==> config.mk <==
export PLATFORM = sky130hd
export DESIGN_NAME = xdma_grant_tracker
export DESIGN_NICKNAME = d
export VERILOG_FILES = /design/src/rtl/xdma_grant_tracker.sv
export SDC_FILE = /design/constraint.sdc
export NUM_CORES = 1
export LEC_CHECK = 0
export CORE_MARGIN = 2
export CORE_UTILIZATION = 60
export DETAILED_ROUTE_END_ITERATION = 8
export PLACE_DENSITY = 0.85
export SKIP_CTS_REPAIR_TIMING = 1
export SYNTH_ARGS = -nofsm -noshare
export SYNTH_HDL_FRONTEND = slang
export SYNTH_SLANG_ARGS = --single-unit
==> constraint.sdc <==
create_clock -name clk_i -period 4.56 [get_ports clk_i]
set_input_delay 0.456 -clock clk_i [delete_from_list [all_inputs] [get_ports clk_i]]
set_output_delay 0.456 -clock clk_i [all_outputs]
set_load 0.02 [all_outputs]
==> src/rtl/xdma_grant_tracker.sv <==
// Initiator-side grant tracker: parks local write requests until the remote grant arrives, then releases them.
// Optional grant timeout is compiled in with `define XDMA_GRANT_TIMEOUT_EN.
module xdma_grant_tracker #(
    parameter int unsigned NumPending    = 4,
    parameter int unsigned IdWidth       = 8,
    parameter int unsigned AddrWidth     = 48,
    parameter int unsigned TimeoutCycles = 1024
) (
    input  logic                              clk_i,
    input  logic                              rst_ni,
    input  logic                              req_valid_i,
    output logic                              req_ready_o,
    input  logic [IdWidth-1:0]                req_id_i,
    input  logic [AddrWidth-1:0]              req_dst_addr_i,
    input  logic                              grant_valid_i,
    output logic                              grant_ready_o,
    input  logic [IdWidth-1:0]                grant_id_i,
    input  logic [AddrWidth-1:0]              grant_from_i,
    output logic                              go_valid_o,
    input  logic                              go_ready_i,
    output logic [IdWidth-1:0]                go_id_o,
    output logic [AddrWidth-1:0]              go_dst_addr_o,
    output logic [$clog2(NumPending+1)-1:0]   pending_cnt_o,
    output logic                              unmatched_o,
    output logic                              timeout_o,
    output logic [IdWidth-1:0]                timeout_id_o
);
    localparam int unsigned CntW  = $clog2(NumPending + 1);
    localparam int unsigned SlotW = (NumPending > 1) ? $clog2(NumPending) : 1;

    localparam logic [1:0] SLOT_FREE    = 2'd0;
    localparam logic [1:0] SLOT_WAIT    = 2'd1;
    localparam logic [1:0] SLOT_GRANTED = 2'd2;

    logic [1:0]           state_q [NumPending];
    logic [1:0]           state_d [NumPending];
    logic [IdWidth-1:0]   id_q    [NumPending];
    logic [AddrWidth-1:0] addr_q  [NumPending];

    logic             free_found, match_found, gnt_found, exp_found;
    logic [SlotW-1:0] free_idx, match_idx, gnt_idx, exp_idx;
    logic             alloc, matched, release_go;
    logic [CntW-1:0]  cnt_d;

    logic             go_valid_q;
    logic [SlotW-1:0] go_slot_q;
    logic             unmatched_q;

    // Descending scans so that the lowest index wins every priority pick.
    always_comb begin
        free_found  = 1'b0;
        free_idx    = '0;
        match_found = 1'b0;
        match_idx   = '0;
        gnt_found   = 1'b0;
        gnt_idx     = '0;
        for (int i = NumPending - 1; i >= 0; i--) begin
            if (state_q[i] == SLOT_FREE) begin
                free_found = 1'b1;
                free_idx   = SlotW'(i);
            end
            if (state_q[i] == SLOT_WAIT && id_q[i] == grant_id_i && addr_q[i] == grant_from_i) begin
                match_found = 1'b1;
                match_idx   = SlotW'(i);
            end
            if (state_q[i] == SLOT_GRANTED) begin
                gnt_found = 1'b1;
                gnt_idx   = SlotW'(i);
            end
        end
    end

    assign req_ready_o   = rst_ni && free_found;
    assign grant_ready_o = rst_ni;
    assign alloc         = req_valid_i && req_ready_o;
    assign matched       = grant_valid_i && grant_ready_o && match_found;
    assign release_go    = go_valid_o && go_ready_i;

`ifdef XDMA_GRANT_TIMEOUT_EN
    localparam int unsigned TW = (TimeoutCycles > 1) ? $clog2(TimeoutCycles) : 1;
    localparam logic [TW-1:0] TMax = TW'(TimeoutCycles - 1);

    logic [TW-1:0] tcnt_q [NumPending];

    always_comb begin
        exp_found = 1'b0;
        exp_idx   = '0;
        for (int i = NumPending - 1; i >= 0; i--) begin
            if (state_q[i] == SLOT_WAIT && tcnt_q[i] == TMax &&
                !(matched && match_idx == SlotW'(i))) begin
                exp_found = 1'b1;
                exp_idx   = SlotW'(i);
            end
        end
    end

    // Counters saturate at the limit so that a delayed expiry is reported later.
    always_ff @(posedge clk_i or negedge rst_ni) begin
        if (!rst_ni) begin
            for (int i = 0; i < NumPending; i++) tcnt_q[i] <= '0;
        end else begin
            for (int i = 0; i < NumPending; i++) begin
                if (alloc && free_idx == SlotW'(i)) tcnt_q[i] <= '0;
                else if (state_q[i] == SLOT_WAIT && tcnt_q[i] != TMax) tcnt_q[i] <= tcnt_q[i] + TW'(1);
            end
        end
    end

    assign timeout_o    = exp_found;
    assign timeout_id_o = exp_found ? id_q[exp_idx] : '0;
`else
    assign exp_found    = 1'b0;
    assign exp_idx      = '0;
    assign timeout_o    = 1'b0;
    assign timeout_id_o = '0;
`endif

    // Each event acts on a slot in a distinct current state, so they never collide.
    always_comb begin
        for (int i = 0; i < NumPending; i++) state_d[i] = state_q[i];
        if (alloc)      state_d[free_idx]  = SLOT_WAIT;
        if (matched)    state_d[match_idx] = SLOT_GRANTED;
        if (release_go) state_d[go_slot_q] = SLOT_FREE;
        if (exp_found)  state_d[exp_idx]   = SLOT_FREE;
        cnt_d = '0;
        for (int i = 0; i < NumPending; i++) begin
            if (state_d[i] != SLOT_FREE) cnt_d = cnt_d + CntW'(1);
        end
    end

    always_ff @(posedge clk_i or negedge rst_ni) begin
        if (!rst_ni) begin
            for (int i = 0; i < NumPending; i++) begin
                state_q[i] <= SLOT_FREE;
                id_q[i]    <= '0;
                addr_q[i]  <= '0;
            end
            pending_cnt_o <= '0;
            unmatched_q   <= 1'b0;
        end else begin
            for (int i = 0; i < NumPending; i++) state_q[i] <= state_d[i];
            if (alloc) begin
                id_q[free_idx]   <= req_id_i;
                addr_q[free_idx] <= req_dst_addr_i;
            end
            pending_cnt_o <= cnt_d;
            unmatched_q   <= grant_valid_i && grant_ready_o && !match_found;
        end
    end

    always_ff @(posedge clk_i or negedge rst_ni) begin
        if (!rst_ni) begin
            go_valid_q    <= 1'b0;
            go_slot_q     <= '0;
            go_id_o       <= '0;
            go_dst_addr_o <= '0;
        end else if (release_go) begin
            go_valid_q <= 1'b0;
        end else if (!go_valid_q && gnt_found) begin
            go_valid_q    <= 1'b1;
            go_slot_q     <= gnt_idx;
            go_id_o       <= id_q[gnt_idx];
            go_dst_addr_o <= addr_q[gnt_idx];
        end
    end

    assign go_valid_o  = go_valid_q;
    assign unmatched_o = unmatched_q;

endmodule
==> impl_metrics.toml <==
[floorplanning]
start_util_pct = 61.20
die_area_um2 = 27060
die_y_um = 164.5
core-area_um2 = 25250
pin_count = 189
rows = 58
dieWidth_um = 164.5

[placement]
place_area_um2 = 17470
dp.cells = 1962
gp_routability_congestion = 1.091
dp_slack_ps = 1470
dp_hpwl_um = 34820
port_buffers = 179

[power]
p_comb_share_pct = 34.9
netSwitchingFraction_pct = 37.35
intPower_uw = 6959
totalPowerFinal_uw = 11110
cellPowerDensity_nw_per_um2 = 600.6
vdd_drop_max_uv = 345.2
p_leak_uw = 0.007993
clkPwrFrac_pct = 22.9
seq_power_share_pct = 42.2
p_sw_uw = 4149

[sta]
clock_skew_ps = 11.02
fin_crit_sh_pct = 65.74
slew_headroom_pct = 26.75
min_period_ps = 2998
report.final.slew_viol_count = 0
rsz0062_at_grt = "no"
setup-violations-final = 0
hold_viol = 0
worst_pin_slew_ps = 1099
max_freq_ghz = 0.3336
final.setup.worst_slack_ps = 1562
fin_tns_setup_ps = 0

[layout]
num_antenna_cells = 0
multi_input_area_um2 = 7622
syn2layout_area_growth_pct = 19.66
fillers = 1780
mostFrequentLayoutCell = "dfrtp_1"
register_area_um2 = 7382
drive_gt1_share_pct = 17.36
fin_area_um2 = 18490
nets = 1786
mostFrequentLayoutCells = "dfrtp_1 (295), mux2_2 (215), nand2_1 (182)"
fin_cells = 2018

[routing]
via_per_inst = 6.196
drc = 0
vias = 12503
ant_nets = 0
drtIter0Drc = 1321
dr.pass1.iters = 5
drt-total-wl_um = 49000
wl_per_cell_um = 24.28

[synth]
synthFlopType = "dfrtp_1"
ys_seq_area_share_pct = 47.77
async_reset_ff_share_pct = 100.0
ys_warn_count = 0
syn_area_um2 = 15450
syn_inst = 1529
synth_seq_cells = 295
synth_area_per_cell_um2 = 10.11
synth_edf_count = 0
synthDistinctLibCells = 52

[setup_path]
worst_setup_path_end_kind = "register"
start_kind = "input pin"
r2r_start = "state_q[3]$_DFF_PN0_"
crit_buf_inv = 3
crit_path_max_fanout = 45
path_class = "in -> reg"
cp_slowest_stage_delay_ps = 730
cp-endpoint = "addr_q[127]$_DFFE_PN0P_"
rr_worst_depth = 8
rrSetupSlack_ps = 1590
required_ps = 5000
startpoint = "rst_ni"
critical_path.top_delay_family = "buffers and inverters"
timing.rr.end = "go_dst_addr_o[14]$_DFFE_PN0P_"
slowest_stage = "nand2b_2"
worstSetupPathDepth = 7
crit_chain = "dlygate4sd3_1 > buf_8 > nand2_1 > or2_2 > nand2b_2 > buf_4 > mux2_2"
cp.arrival_ps = 3430

[global_routing]
grt_overflow = 0
antenna_found_initial = 1
grt_max_degree = 175
grt_first_pass_wirelength_um = 74510
grt_pass1_vias = 11925
grt.total_usage_pct = 36.85

[clocking]
clock-root-buffer = "clkbuf_16"
path_clk_slew_ps = 60
numCtsBuffers = 31
cts_tree = "built"
clk_latency_ps = 560
cts_max_level = 1
clock_path_buffers = 3
cts.sinks = 295

[status]
status = "finished, final reports clean"

[worst_hold_path]
hold_path.class = "in -> async"

[flow_run]
drv_cap = 0
[metal layers]
metal / global-route usage [%] / share of wire, % / vias to the layer above
met4: 14.15 / 4.7 / 2
met2: 57.44 / 46 / 665
li1: - / - / 5471
met5: 0 / 0.024 / -
met1: 51.90 / 41 / 6233
met3: 6.429 / 9.0 / 132
[cells in the mapped netlist (8+ instances only)]
| library cell | number | area (µm²) |
|---|---|---|
| nand3_1 | 48 | 240.2 |
| nand4_1 | 28 | 175.2 |
| buf_4 | 10 | 75.07 |
| nor2_1 | 172 | 645.6 |
| nor3_1 | 8 | 40.04 |
| o211ai_1 | 11 | 82.58 |
| xnor2_1 | 84 | 735.7 |
| nor4_1 | 32 | 200.2 |
| buf_2 | 11 | 55.05 |
| dfrtp_1 | 295 | 7382 |
| o21ai_0 | 131 | 655.6 |
| clkbuf_1 | 65 | 244.0 |
| o22ai_1 | 8 | 50.05 |
| inv_1 | 32 | 120.1 |
| buf_1 | 8 | 30.03 |
| nand2b_1 | 11 | 68.82 |
| mux2_2 | 215 | 2421 |
| xor2_1 | 114 | 998.5 |
| nand2_1 | 184 | 690.7 |
[worst reg2reg max path, stage by stage, from the launching register on]
cell and delay, ps:
dfrtp_1 500, nor2b_1 210, nor2b_1 440, nand2b_4 770
buf_12 330, nor2_1 130, nor2_1 120, o21ai_0 110
o21ai_0 260
[worst min-delay path by stage]
| stage | startpoint | endpoint | slack [ps] | cells after the start |
|---|---|---|---|---|
| floorplan | rst_ni | addr_q[0]$_DFFE_PN0P_ | 160 | 0 |
| global placement | rst_ni | go_dst_addr_o[47]$_DFFE_PN0P_ | 370 | 1 |
| detailed placement | rst_ni | go_dst_addr_o[47]$_DFFE_PN0P_ | 370 | 1 |
| CTS | rst_ni | go_valid_o$_DFFE_PN0P_ | -210 | 1 |
| global route | rst_ni | go_valid_o$_DFFE_PN0P_ | 420 | 2 |
| finish | rst_ni | go_valid_o$_DFFE_PN0P_ | 380 | 2 |
[stage by stage]
stage	hold slack [ps]	util, %
6_report	383.3	73.23
5_1_grt	424.0	73.23
4_1_cts	-207.0	73.19
3_5_place_dp	371.9	69.16
3_3_place_gp	370.0	69.16
2_1_floorplan	160.4	-
[power groups by stage]
stage	registers, µW	logic [µW]	clock network, µW
after global routing	4810	4090	2670
after detailed placement	4680	3740	0
after global placement	4620	3650	0
after floorplan	4400	2460	0
after CTS	4650	3800	2550
final	4680	3880	2540
[cells by family after synthesis]
logic type | count (synthesis) | share of synthesized area (%)
simple gates | 504 | 14.42
fa+ha+maj | 3 | 0.2429
flops | 295 | 47.77
xor+xnor | 199 | 11.33
other cells | 1 | 0.02426
buf+inv | 127 | 3.465
compound gates | 185 | 7.092
mux | 215 | 15.67
[area by class of cell]
cell class / instances / area share (%)
clock buffer: 39 / 4.628
clock inverter: 16 / 0.8727
inverter: 32 / 0.6495
multi-input combinational: 1115 / 41.22
sequential: 295 / 39.92
tap: 330 / 2.233
timing repair buffer: 191 / 10.49
[sequential cells by signal, summed over array words and instances (netlist names)]
| name | count |
|---|---|
| go_dst_addr_o | 48 |
| unmatched_o | 1 |
| go_slot_q | 2 |
| go_id_o | 8 |
| id_q | 32 |
| pending_cnt_o | 3 |
| addr_q | 192 |
| state_q | 8 |
| go_valid_o | 1 |
Note: power is estimated with default switching activity, not from simulation.
